==> config.mk <==
export PLATFORM = sky130hd
export DESIGN_NAME = pe_tile_seq
export DESIGN_NICKNAME = d
export VERILOG_FILES = /design/src/rtl/pe_tile_seq.sv
export SDC_FILE = /design/constraint.sdc
export NUM_CORES = 1
export LEC_CHECK = 0
export CORE_AREA = 2 2 201 203
export CTS_BUF_LIST = sky130_fd_sc_hd__clkbuf_4 sky130_fd_sc_hd__clkbuf_8 sky130_fd_sc_hd__clkbuf_16
export DETAILED_ROUTE_END_ITERATION = 8
export DIE_AREA = 0 0 203 205
export PLACE_DENSITY = 0.58
export SKIP_CTS_REPAIR_TIMING = 1
export SYNTH_ARGS = -nofsm -noshare
export SYNTH_HDL_FRONTEND = slang
export SYNTH_SLANG_ARGS = --single-unit
==> constraint.sdc <==
create_clock -name clk -period 2.4 [get_ports clk]
set_input_delay 0.72 -clock clk [delete_from_list [all_inputs] [get_ports clk]]
set_output_delay 0.72 -clock clk [all_outputs]
set_load 0.005 [all_outputs]
==> src/rtl/pe_tile_seq.sv <==
// pe_tile_seq: sequences one INT4 counting PE through clear, operand feed,
// drain and a word-serial readout of its counters.
module pe_tile_seq #(
    parameter int unsigned WORD_SIZE    = 4,
    parameter int unsigned REG_SIZE     = 16,
    parameter int unsigned NUM_CNT      = 29,
    parameter int unsigned K_WIDTH      = 12,
    parameter int unsigned DRAIN_CYCLES = 2
) (
    input  logic                        clk,
    input  logic                        rst,
    input  logic                        start,
    input  logic [K_WIDTH-1:0]          k_len,
    output logic                        busy,
    output logic                        done,
    input  logic                        op_valid,
    output logic                        op_ready,
    input  logic [WORD_SIZE-1:0]        op_left,
    input  logic [WORD_SIZE-1:0]        op_top,
    output logic                        pe_rst,
    output logic [WORD_SIZE-1:0]        pe_left,
    output logic [WORD_SIZE-1:0]        pe_top,
    output logic                        pe_fsm_out_select,
    input  logic [NUM_CNT*REG_SIZE-1:0] pe_counter,
    output logic                        rd_valid,
    input  logic                        rd_ready,
    output logic [REG_SIZE-1:0]         rd_data,
    output logic [4:0]                  rd_index,
    output logic                        rd_last
);

    localparam int unsigned IDX_W = 5;
    localparam int unsigned DRN_W = (DRAIN_CYCLES > 1) ? $clog2(DRAIN_CYCLES) : 1;

    typedef enum logic [2:0] {
        S_IDLE  = 3'd0,
        S_CLEAR = 3'd1,
        S_FEED  = 3'd2,
        S_DRAIN = 3'd3,
        S_READ  = 3'd4,
        S_DONE  = 3'd5
    } state_t;

    state_t               state;
    state_t               state_nxt;
    logic [K_WIDTH-1:0]   k_reg;
    logic [K_WIDTH-1:0]   beat_cnt;
    logic [DRN_W-1:0]     drain_cnt;
    logic                 accept;
    logic [IDX_W-1:0]     idx_inc;
    logic [REG_SIZE-1:0]  cnt_word [NUM_CNT];

    logic                 pe_rst_d;
    logic                 busy_d;
    logic                 done_d;
    logic                 sel_d;
    logic                 rd_valid_d;
    logic [WORD_SIZE-1:0] pe_left_d;
    logic [WORD_SIZE-1:0] pe_top_d;

    // Split the flat PE counter bus into addressable words
    for (genvar g = 0; g < NUM_CNT; g++) begin : g_cnt
        assign cnt_word[g] = pe_counter[g*REG_SIZE +: REG_SIZE];
    end

    assign accept   = (state == S_FEED) && op_valid;
    assign op_ready = (state == S_FEED);
    assign idx_inc  = IDX_W'(rd_index + IDX_W'(1));

    // State register
    always_ff @(posedge clk) begin
        if (rst) begin
            state <= S_IDLE;
        end else begin
            state <= state_nxt;
        end
    end

    // Next-state logic
    always_comb begin
        state_nxt = state;
        unique case (state)
            S_IDLE:  if (start) state_nxt = S_CLEAR;
            S_CLEAR: state_nxt = (k_reg == '0) ? S_DRAIN : S_FEED;
            S_FEED:  if (accept && (K_WIDTH'(beat_cnt + K_WIDTH'(1)) == k_reg)) state_nxt = S_DRAIN;
            S_DRAIN: if (drain_cnt == DRN_W'(DRAIN_CYCLES - 1)) state_nxt = S_READ;
            S_READ:  if (rd_ready && rd_last) state_nxt = S_DONE;
            S_DONE:  state_nxt = S_IDLE;
            default: state_nxt = S_IDLE;
        endcase
    end

    // Output decode: values the output registers take on the coming edge
    always_comb begin
        pe_rst_d   = 1'b0;
        busy_d     = 1'b0;
        done_d     = 1'b0;
        sel_d      = 1'b0;
        rd_valid_d = 1'b0;
        pe_left_d  = '0;
        pe_top_d   = '0;
        pe_rst_d   = (state_nxt == S_CLEAR);
        busy_d     = (state_nxt != S_IDLE);
        done_d     = (state_nxt == S_DONE);
        sel_d      = (state_nxt == S_FEED) || (state_nxt == S_DRAIN);
        rd_valid_d = (state_nxt == S_READ);
        if (accept) begin
            pe_left_d = op_left;
            pe_top_d  = op_top;
        end
    end

    // Output registers, job counters and readout datapath
    always_ff @(posedge clk) begin
        if (rst) begin
            pe_rst            <= 1'b1;
            busy              <= 1'b0;
            done              <= 1'b0;
            pe_fsm_out_select <= 1'b0;
            rd_valid          <= 1'b0;
            pe_left           <= '0;
            pe_top            <= '0;
            k_reg             <= '0;
            beat_cnt          <= '0;
            drain_cnt         <= '0;
            rd_index          <= '0;
            rd_data           <= '0;
            rd_last           <= 1'b0;
        end else begin
            pe_rst            <= pe_rst_d;
            busy              <= busy_d;
            done              <= done_d;
            pe_fsm_out_select <= sel_d;
            rd_valid          <= rd_valid_d;
            pe_left           <= pe_left_d;
            pe_top            <= pe_top_d;

            if ((state == S_IDLE) && start) begin
                k_reg <= k_len;
            end

            if (state == S_CLEAR) begin
                beat_cnt <= '0;
            end else if (accept) begin
                beat_cnt <= K_WIDTH'(beat_cnt + K_WIDTH'(1));
            end

            if (state == S_DRAIN) begin
                drain_cnt <= DRN_W'(drain_cnt + DRN_W'(1));
            end else begin
                drain_cnt <= '0;
            end

            if ((state != S_READ) && (state_nxt == S_READ)) begin
                rd_index <= '0;
                rd_data  <= cnt_word[0];
                rd_last  <= (NUM_CNT == 1);
            end else if ((state == S_READ) && rd_ready) begin
                if (rd_last) begin
                    rd_index <= '0;
                    rd_last  <= 1'b0;
                end else begin
                    rd_index <= idx_inc;
                    rd_data  <= cnt_word[idx_inc];
                    rd_last  <= (idx_inc == IDX_W'(NUM_CNT - 1));
                end
            end
        end
    end

endmodule
==> run metrics, run 1 <==
outcome=completed; Final Setup Violations=0; initial antenna violation count=7; grt ovf=0; clk sinks=63; hold violation total from the final report=0; Reg clk slew, reported paths=~60 ps; worst-margin pin slew=571.4 ps; core area=0.03937 mm²; max cap viols=0; fraction of the yosys area taken by sequential cells=0.1925; total chip power=3807 µW; Buffers on Ports=524; Critical Path Max Stage Delay=approximately 480 ps; Final HPWL DP=approximately 32000 µm; Initial Util=0.1664; ys async rst share=0; RSZ-0062 raised after global routing=true; Lkg Pwr=0.004519 µW; First-pass DRT Iterations=7; Max stage delay cell, worst path=clkdlybuf4s50_1; cts bufs inserted=9; GRT Util Overall=0.1753; dpl cell area=0.01271 mm²; wire per inst=21.89 µm; crit-path max FO=1; Worst EP required=2600 ps; num ports=525; WP buf/inv=2; YS warnings=0; fin crit share=0.9832; leading cell type in the layout, fill and taps excluded=clkdlybuf4s50_1; PwrDens=between 200 and 300 mW/mm²; Remaining DRCs=0; Tmin final=2360 ps; Max VDD drop=0.0003058 V; Inst Count DP=1737; Placer Congestion=0.8838; FF+latch count, synth=63; Final ANT Viol Nets=0; fin area=0.01321 mm²; Clk Latency, worst-skew pair=340 ps; synthesized area per cell=9.361 µm²; Yosys cell types=48; Slew Limit Fails=0; dominant synthesized flop cell=dfxtp_1; startpoint types=input pin; site row count=73; Max clock buf depth=2; CTS tree=built; FMAX=between 400 and 500 MHz; Area Overhead vs Synth=101.5%; final wirelength=38550 µm; hold_ws=489.0 ps; worst hold path class=reg2reg; vias=between 8000 and 9000; DRT iter0 DRCs=519; largest net degree at the start of global routing=54; max FFs per register=16; Net Count, Synth=1192; CP top delay family=multiplexers; Die W=203 µm; vias per cell=around 4.6; number of synthesized flops with an enable pin=0; first-pass GRT wire length=54120 µm; CP arrival=roughly 2600 ps; die area=~0.042 mm²; relative slew slack=0.6187; Setup Crit Path Kind=in2reg; most frequent cells in the layout=clkdlybuf4s50_1, nand2_1, mux4_2, dfxtp_1, nand3_1; Mapped Area=0.006553 mm²; Root Driver=clkbuf_16; share of post-route cells with drive strength above 1=0.1694; height of the die=just over 200 µm; Max H-tree Level=3; final net count=about 1700; CP Capture Type=flip-flop; Layout Skew=8.090 ps; fin cells=1761; Syn Inst Count=700; cell chain of the critical path=clkdlybuf4s50_1, mux4_2, mux2i_1, buf_4, nor3_1, a2111oi_1, a211oi_1; vias in the first global route=8424
final cells by class:
type / count / area, µm²
flip-flops and latches: 63 / 1265
repair buffers: 583 / 5869
diodes: 2 / 5.005
clock buffers: 11 / 246.5
clock inverters: 5 / 81.33
multi-input cells: 570 / 5075
fillers: 3978 / 26160
well taps: 525 / 656.9
inverters: 2 / 7.507
cells by family after synthesis:
kind of cell / after synthesis / synth area share
buffers and inverters: 68 / 0.04793
and+or+nand+nor: 322 / 0.2301
adders and majority gates: 4 / 0.007257
muxes: 120 / 0.3972
xor gates and xnor gates: 29 / 0.03876
DFF: 63 / 0.1925
AOI/OAI and AO/OA: 94 / 0.08631
power breakdown:
group | switching (µW) | total [µW] | leakage (µW) | internal (µW)
logic | 318 | 1240 | 0.00385 | 925
registers | 29.4 | 1100 | 0.000511 | 1080
clock network | 510 | 1460 | 0.000159 | 949
total | 857 | 3810 | 0.00452 | 2950
worst min-delay path, cell delays in order, from the launching register on:
cell     delay [ps]
dfxtp_1         330
nand2_1          60
a21oi_1          50
through the flow:
step	utilization	setup slack, ps	TNS (ps)
global route	0.3355	-50.33	-87.21
CTS	0.3312	-159.9	-556.4
floorplan	-	214.0	0
finish	0.3355	40.31	0
detailed placement	0.3228	-484.4	-4771
global placement	0.3228	-450.5	-4472
synth_stat cells, types with 13 or more instances:
master	count	area share
a21oi_1	55	0.042
and3_1	13	0.012
buf_1	14	0.0080
buf_2	14	0.011
clkbuf_1	28	0.016
dfxtp_1	63	0.19
mux4_2	112	0.38
nand2_1	143	0.082
nand3_1	54	0.041
nand4_1	15	0.014
nor2_1	39	0.022
xnor2_1	18	0.024
worst paths after layout:
| check | startpoint | to | slack [ps] | cells past startpoint |
|---|---|---|---|---|
| setup / recovery | pe_counter[396] | rd_data[12] | 40 | 7 |
| hold / removal | k_reg[0] | k_reg[0] | 490 | 2 |
| setup reg to reg | rd_index[0] | rd_data[12] | 60 | 7 |
| hold reg to reg | k_reg[0] | k_reg[0] | 490 | 2 |
layer usage:
metal	up-vias	wire [µm]	global-route usage	part of all wire
li1	3749	-	-	-
met1	3999	15580	0.2253	0.40
met2	387	19580	0.3011	0.51
met3	43	2640	0.03452	0.068
met4	6	711	0.04327	0.018
met5	-	30	0	0.00078
Note: power is estimated with default switching activity, not from simulation.
==> run 2, diff against run 1 <==
--- a/config.mk
+++ b/config.mk
@@ -5,12 +5,12 @@
 export SDC_FILE = /design/constraint.sdc
 export NUM_CORES = 1
 export LEC_CHECK = 0
+export CAP_MARGIN = 20
 export CORE_AREA = 2 2 201 203
 export CTS_BUF_LIST = sky130_fd_sc_hd__clkbuf_4 sky130_fd_sc_hd__clkbuf_8 sky130_fd_sc_hd__clkbuf_16
 export DETAILED_ROUTE_END_ITERATION = 8
 export DIE_AREA = 0 0 203 205
 export PLACE_DENSITY = 0.58
-export SKIP_CTS_REPAIR_TIMING = 1
 export SYNTH_ARGS = -nofsm -noshare
 export SYNTH_HDL_FRONTEND = slang
 export SYNTH_SLANG_ARGS = --single-unit
==> run metrics, run 2 (same netlist as run 1, synthesis figures left out) <==
Die W=203 µm (unchanged); CP top delay family=multiplexers; combinational share of power=0.327 (about the same); Max VDD drop=0.0003058 V (about the same); relative slew slack=0.6017 (-0.01707); Final ANT Viol Nets=0 (unchanged); Layout Skew=9.083 ps (+0.9931 ps); Tmin final=2316 ps (-43.89 ps); Placer Congestion=0.8838 (unchanged); vias=8212 (+0.34%); outcome=completed; P_int=2951 µW (about the same); WP buf/inv=2 (unchanged); hold_ws=489.6 ps (+0.5860 ps); Max stage delay cell, worst path=clkdlybuf4s50_1; leading cell type in the layout, fill and taps excluded=clkdlybuf4s50_1; Buffers on Ports=524 (unchanged); Fillers=3970 (-0.20%); GRT Util Overall=0.1751 (-0.0002044); cts bufs inserted=9 (unchanged); cell chain of the critical path=clkdlybuf4s50_1, mux4_2, mux2i_1, buf_4, nor3_1, a2111oi_1, a211oi_1; DRT iter0 DRCs=487 (-6.2%); Inst Count DP=1737 (unchanged); r2r endpoint=rd_data[12]; Setup TNS Final=0 ps (unchanged); num ports=525 (unchanged); max cap viols=0 (unchanged); hold violation total from the final report=0 (unchanged); clk sinks=63 (unchanged); Final HPWL DP=32390 µm (unchanged); hold depth=2 (unchanged); core area=0.03937 mm² (unchanged); Critical Path Max Stage Delay=470 ps (about the same); crit-path max FO=1 (unchanged); worst hold path class=reg2reg; share of post-route cells with drive strength above 1=0.1717 (+0.002292); Min-Delay Endpoint=k_reg[0]; fin crit share=0.9649 (-0.01829); hold path start=k_reg[0]; PwrDens=287.6 mW/mm² (-0.21%); Root Driver=clkbuf_16; FMAX=431.8 MHz (+1.9%); final wirelength=38830 µm (+0.73%); Setup Crit Path Kind=in2reg; First-pass DRT Iterations=5 (-2); most frequent cells in the layout=clkdlybuf4s50_1, nand2_1, mux4_2, dfxtp_1, nand3_1; height of the die=205 µm (unchanged); Initial Util=0.1664 (unchanged); NetSw=860.6 µW (+0.40%); Remaining DRCs=0 (unchanged); initial antenna violation count=6 (-1); startpoint types=input pin; final net count=1722 (+0.058%); Area Overhead vs Synth=102.2%; CP arrival=2520 ps (-40 ps); flop2flop setup slack=100 ps (+40 ps); vias per cell=4.661 (+0.29%); Slew Limit Fails=0 (unchanged); Clock Power Share=0.383 (about the same); worst-margin pin slew=597.0 ps (+25.58 ps); Clk Latency, worst-skew pair=340 ps (about the same); Final Setup Violations=0 (unchanged); grt ovf=0 (unchanged); Switching Share=0.2258 (+0.0006227); first-pass GRT wire length=54060 µm (-0.10%); fin cells=1762 (+0.057%); Reg clk slew, reported paths=60 ps (about the same); CP Capture Type=flip-flop; vias in the first global route=8416 (-0.095%); Worst EP required=2610 ps (about the same); wire per inst=22.04 µm (+0.67%); Reg power frac=0.290 (about the same); reg2reg start=rd_index[0]; CTS tree=built; site row count=73 (unchanged); Max clock buf depth=2 (unchanged); Lkg Pwr=0.004536 µW (+0.38%); Max H-tree Level=3 (unchanged); max FFs per register=16 (unchanged); largest net degree at the start of global routing=54 (unchanged); Finished Core Util=0.3366 (+0.001113); worst reg-to-reg path cell count=7 (unchanged); # hold bufs at CTS=0; die area=0.04162 mm² (unchanged)
-- run 2: power groups by stage --
stage	sequential [µW]	combinational, µW	clock (µW)
final	1110	1250	1460
after global routing	1110	1330	1550
after CTS	1100	1250	1510
after detailed placement	1130	1240	0
after global placement	1130	1230	0
after floorplan	1120	307	0
-- run 2: what timing repair did --
action	4_1_cts	5_1_grt
buffers inserted	2	2
cloned	0	4
pin swaps	1	0
setup endpoints to repair	7	16
resized for setup	8	14
-- run 2: worst max-delay path by stage --
stage,start,to,cells past startpoint
2_1_floorplan,rd_index[1],rd_data[0],8
3_3_place_gp,rd_ready,rd_data[14],7
6_report,pe_counter[396],rd_data[12],7
3_5_place_dp,rd_ready,rd_data[12],7
5_1_grt,rd_index[0],rd_data[15],7
4_1_cts,rd_index[0],rd_data[15],7
-- run 2: area by class of cell --
class | count | area (µm²) | share of cell area
well taps | 525 | 656.9 | 0.04958
diodes | 2 | 5.005 | 0.0003777
inverters | 2 | 7.507 | 0.0005666
repair buffers | 584 | 5896 | 0.4449
clock buffers | 11 | 246.5 | 0.01860
clock inverters | 5 | 81.33 | 0.006138
flip-flops and latches | 63 | 1265 | 0.09547
multi-input cells | 570 | 5092 | 0.3843
-- run 2: stage by stage --
stage / instance area [µm²] / worst slack, ps / total power [µW]
after floorplan: 6553 / 214.0 / 1426
final: 13250 / 84.20 / 3811
after global placement: 12710 / -450.5 / 2357
after detailed placement: 12710 / -484.4 / 2364
after global routing: 13250 / -0.1314 / 3980
after CTS: 13080 / 1.455 / 3861
-- run 2: metal layers --
layer | part of all wire | GRT usage
met5 | 0.00046 | 0
met4 | 0.018 | 0.04275
met3 | 0.062 | 0.03468
met2 | 0.51 | 0.3005
met1 | 0.41 | 0.2253
-- run 2: tightest hold or removal path, stage by stage (launching register included) --
cell     delay [ps]
dfxtp_1         330
nand2_1          60
a21oi_1          50
==> run 3, diff against run 2 <==
==> constraint.sdc (replaced) <==
create_clock -name clk -period 2.4 [get_ports clk]
set_input_delay 0.72 -clock clk [delete_from_list [all_inputs] [get_ports clk]]
set_output_delay 0.72 -clock clk [all_outputs]
set_load 0.01 [all_outputs]
==> run metrics, run 3 (same netlist as run 1, synthesis figures left out) <==
outcome=completed; Final ANT Viol Nets=0 (unchanged); Worst EP required=2650 ps (+40 ps); die area=0.04162 mm² (unchanged); CTS tree=built; r2r endpoint=rd_data[14]; CP top delay family=simple AND/OR/NAND/NOR gates; largest net degree at the start of global routing=54 (unchanged); Tmin final=2327 ps (+11.48 ps); GRT Util Overall=0.1730 (-0.002136); relative slew slack=0.5283 (-0.07335); leading cell type in the layout, fill and taps excluded=clkdlybuf4s50_1; Die W=203 µm (unchanged); CP arrival=2570 ps (+50 ps); CP Capture Type=flip-flop; Inst Count DP=1736 (-0.058%); FMAX=429.7 MHz (-0.49%); final wirelength=38180 µm (-1.7%); Critical Path Sink=rd_data[1]; Reg clk slew, reported paths=60 ps (about the same); share of post-route cells with drive strength above 1=0.1669 (-0.004722); vias per cell=4.650 (-0.23%); site row count=73 (unchanged); reg2reg start=rd_index[0]; max cap viols=0 (unchanged); hold violation total from the final report=0 (unchanged); crit-path max FO=8 (+7); max FFs per register=16 (unchanged); Setup Crit Path Kind=in2reg; clk sinks=63 (unchanged); WP buf/inv=1 (-1); worst reg-to-reg path cell count=7 (unchanged); final net count=1716 (-0.35%); Clk Latency, worst-skew pair=330 ps (about the same); height of the die=205 µm (unchanged); DRT iter0 DRCs=572 (+17%); cell chain of the critical path=clkdlybuf4s50_1, nand4bb_1, nor2_2, nand2_2, a21oi_1, a2111oi_0, a211oi_1; flop2flop setup slack=100 ps (about the same); Slew Limit Fails=0 (unchanged); Levels on crit path=7 (unchanged); Initial Util=0.1664 (unchanged); vias=8165 (-0.57%); worst-margin pin slew=706.9 ps (+109.9 ps); Max stage delay cell, worst path=clkdlybuf4s50_1; startpoint types=input pin; wire per inst=21.74 µm (-1.4%); worst hold path class=reg2reg; initial antenna violation count=5 (-1); Root Driver=clkbuf_16; first-pass GRT wire length=53310 µm (-1.4%); Max H-tree Level=3 (unchanged); hold_ws=497.5 ps (+7.929 ps); grt ovf=0 (unchanged); vias in the first global route=8468 (+0.62%); Area Overhead vs Synth=100.2%; Lkg Pwr=0.004481 µW (-1.2%); Critical Path Max Stage Delay=460 ps (about the same); Final Setup Violations=0 (unchanged); RSZ-0062 raised after global routing=true; Buffers on Ports=524 (unchanged); fin cells=1756 (-0.34%); Placer Congestion=0.8806 (-0.36%); num ports=525 (unchanged); most frequent cells in the layout=clkdlybuf4s50_1, nand2_1, mux4_2, dfxtp_1, nand3_1; PwrDens=282.4 mW/mm² (-1.8%); Max VDD drop=0.0002669 V (-13%); core area=0.03937 mm² (unchanged); Critical Path Source=rd_ready; # hold bufs at CTS=0 (unchanged); fin crit share=0.9697 (+0.004785); Final HPWL DP=32350 µm (-0.10%); cts bufs inserted=9 (unchanged); Remaining DRCs=0 (unchanged); Layout Skew=9.843 ps (+0.7604 ps); First-pass DRT Iterations=5 (unchanged); Max clock buf depth=2 (unchanged)
==> run 3: changes by cell type in the layout (fill, tap and decap cells not counted), sizes merged <==
cell / before / now
clkinv: 2 / 1
bufinv: 2 / 1
inv: 2 / 3
diode: 2 / 3
clkbuf: 14 / 12
clkinvlp: 1 / 0
buf: 58 / 55
==> run 3: final cells by class <==
type | instances | area, µm²
Tap cell | 525 | 656.9
Inverter | 2 | 7.507
Fill cell | 4019 | 26250
Multi-Input combinational cell | 570 | 5081
Clock buffer | 12 | 260.3
Clock inverter | 3 | 41.29
Timing Repair Buffer | 578 | 5794
Sequential cell | 63 | 1266
Antenna cell | 3 | 7.507
==> run 3: stage by stage <==
stage                     worst slack, ps  utilization  power [µW]  instance area [µm²]  setup TNS (ps)
after floorplan                     187.3            -        1431                 6553               0
after global placement             -478.4       0.3226        2361                12700           -4562
after detailed placement           -476.7       0.3226        2371                12700           -4569
after CTS                          -15.06       0.3310        3754                13030          -16.32
after global routing               -56.49       0.3332        3870                13120          -98.62
final                               72.72       0.3332        3704                13120               0
==> run 3: power breakdown <==
group | switching, µW | internal [µW]
sequential | 29.5 | 1080
combinational | 323 | 925
clock | 485 | 865
==> run 3: worst min-delay path by stage <==
stage	cells after the start	endpoint	slack (ps)	startpoint
2_1_floorplan	2	k_reg[9]	460	k_reg[9]
3_3_place_gp	2	beat_cnt[1]	470	beat_cnt[1]
3_5_place_dp	2	k_reg[1]	490	k_reg[1]
4_1_cts	2	k_reg[0]	500	k_reg[0]
5_1_grt	2	k_reg[1]	510	k_reg[1]
6_report	2	k_reg[0]	500	k_reg[0]
==> run 3: layer usage <==
layer / track usage / up-vias / part of all wire
met1: 0.2204 / 3991 / 0.40
met2: 0.2971 / 397 / 0.51
met5: 0 / - / 0
met4: 0.05136 / 0 / 0.020
li1: - / 3739 / -
met3: 0.03198 / 38 / 0.065
==> run 3: worst reg2reg max path, cell delays in order, from the launching register on <==
cell and delay, ps:
dfxtp_4 460, buf_12 250, buf_6 230, mux4_2 540, nand2_1 120, a21oi_1 110, a2111oi_1 350, a211oi_1 130
==> run 3: what timing repair did <==
action | 4_1_cts | 5_1_grt
setup endpoints to repair | 8 | 18
resized for setup | 9 | 13
pin swaps | 0 | 1
cloned | 0 | 1
setup buffers | 0 | 1
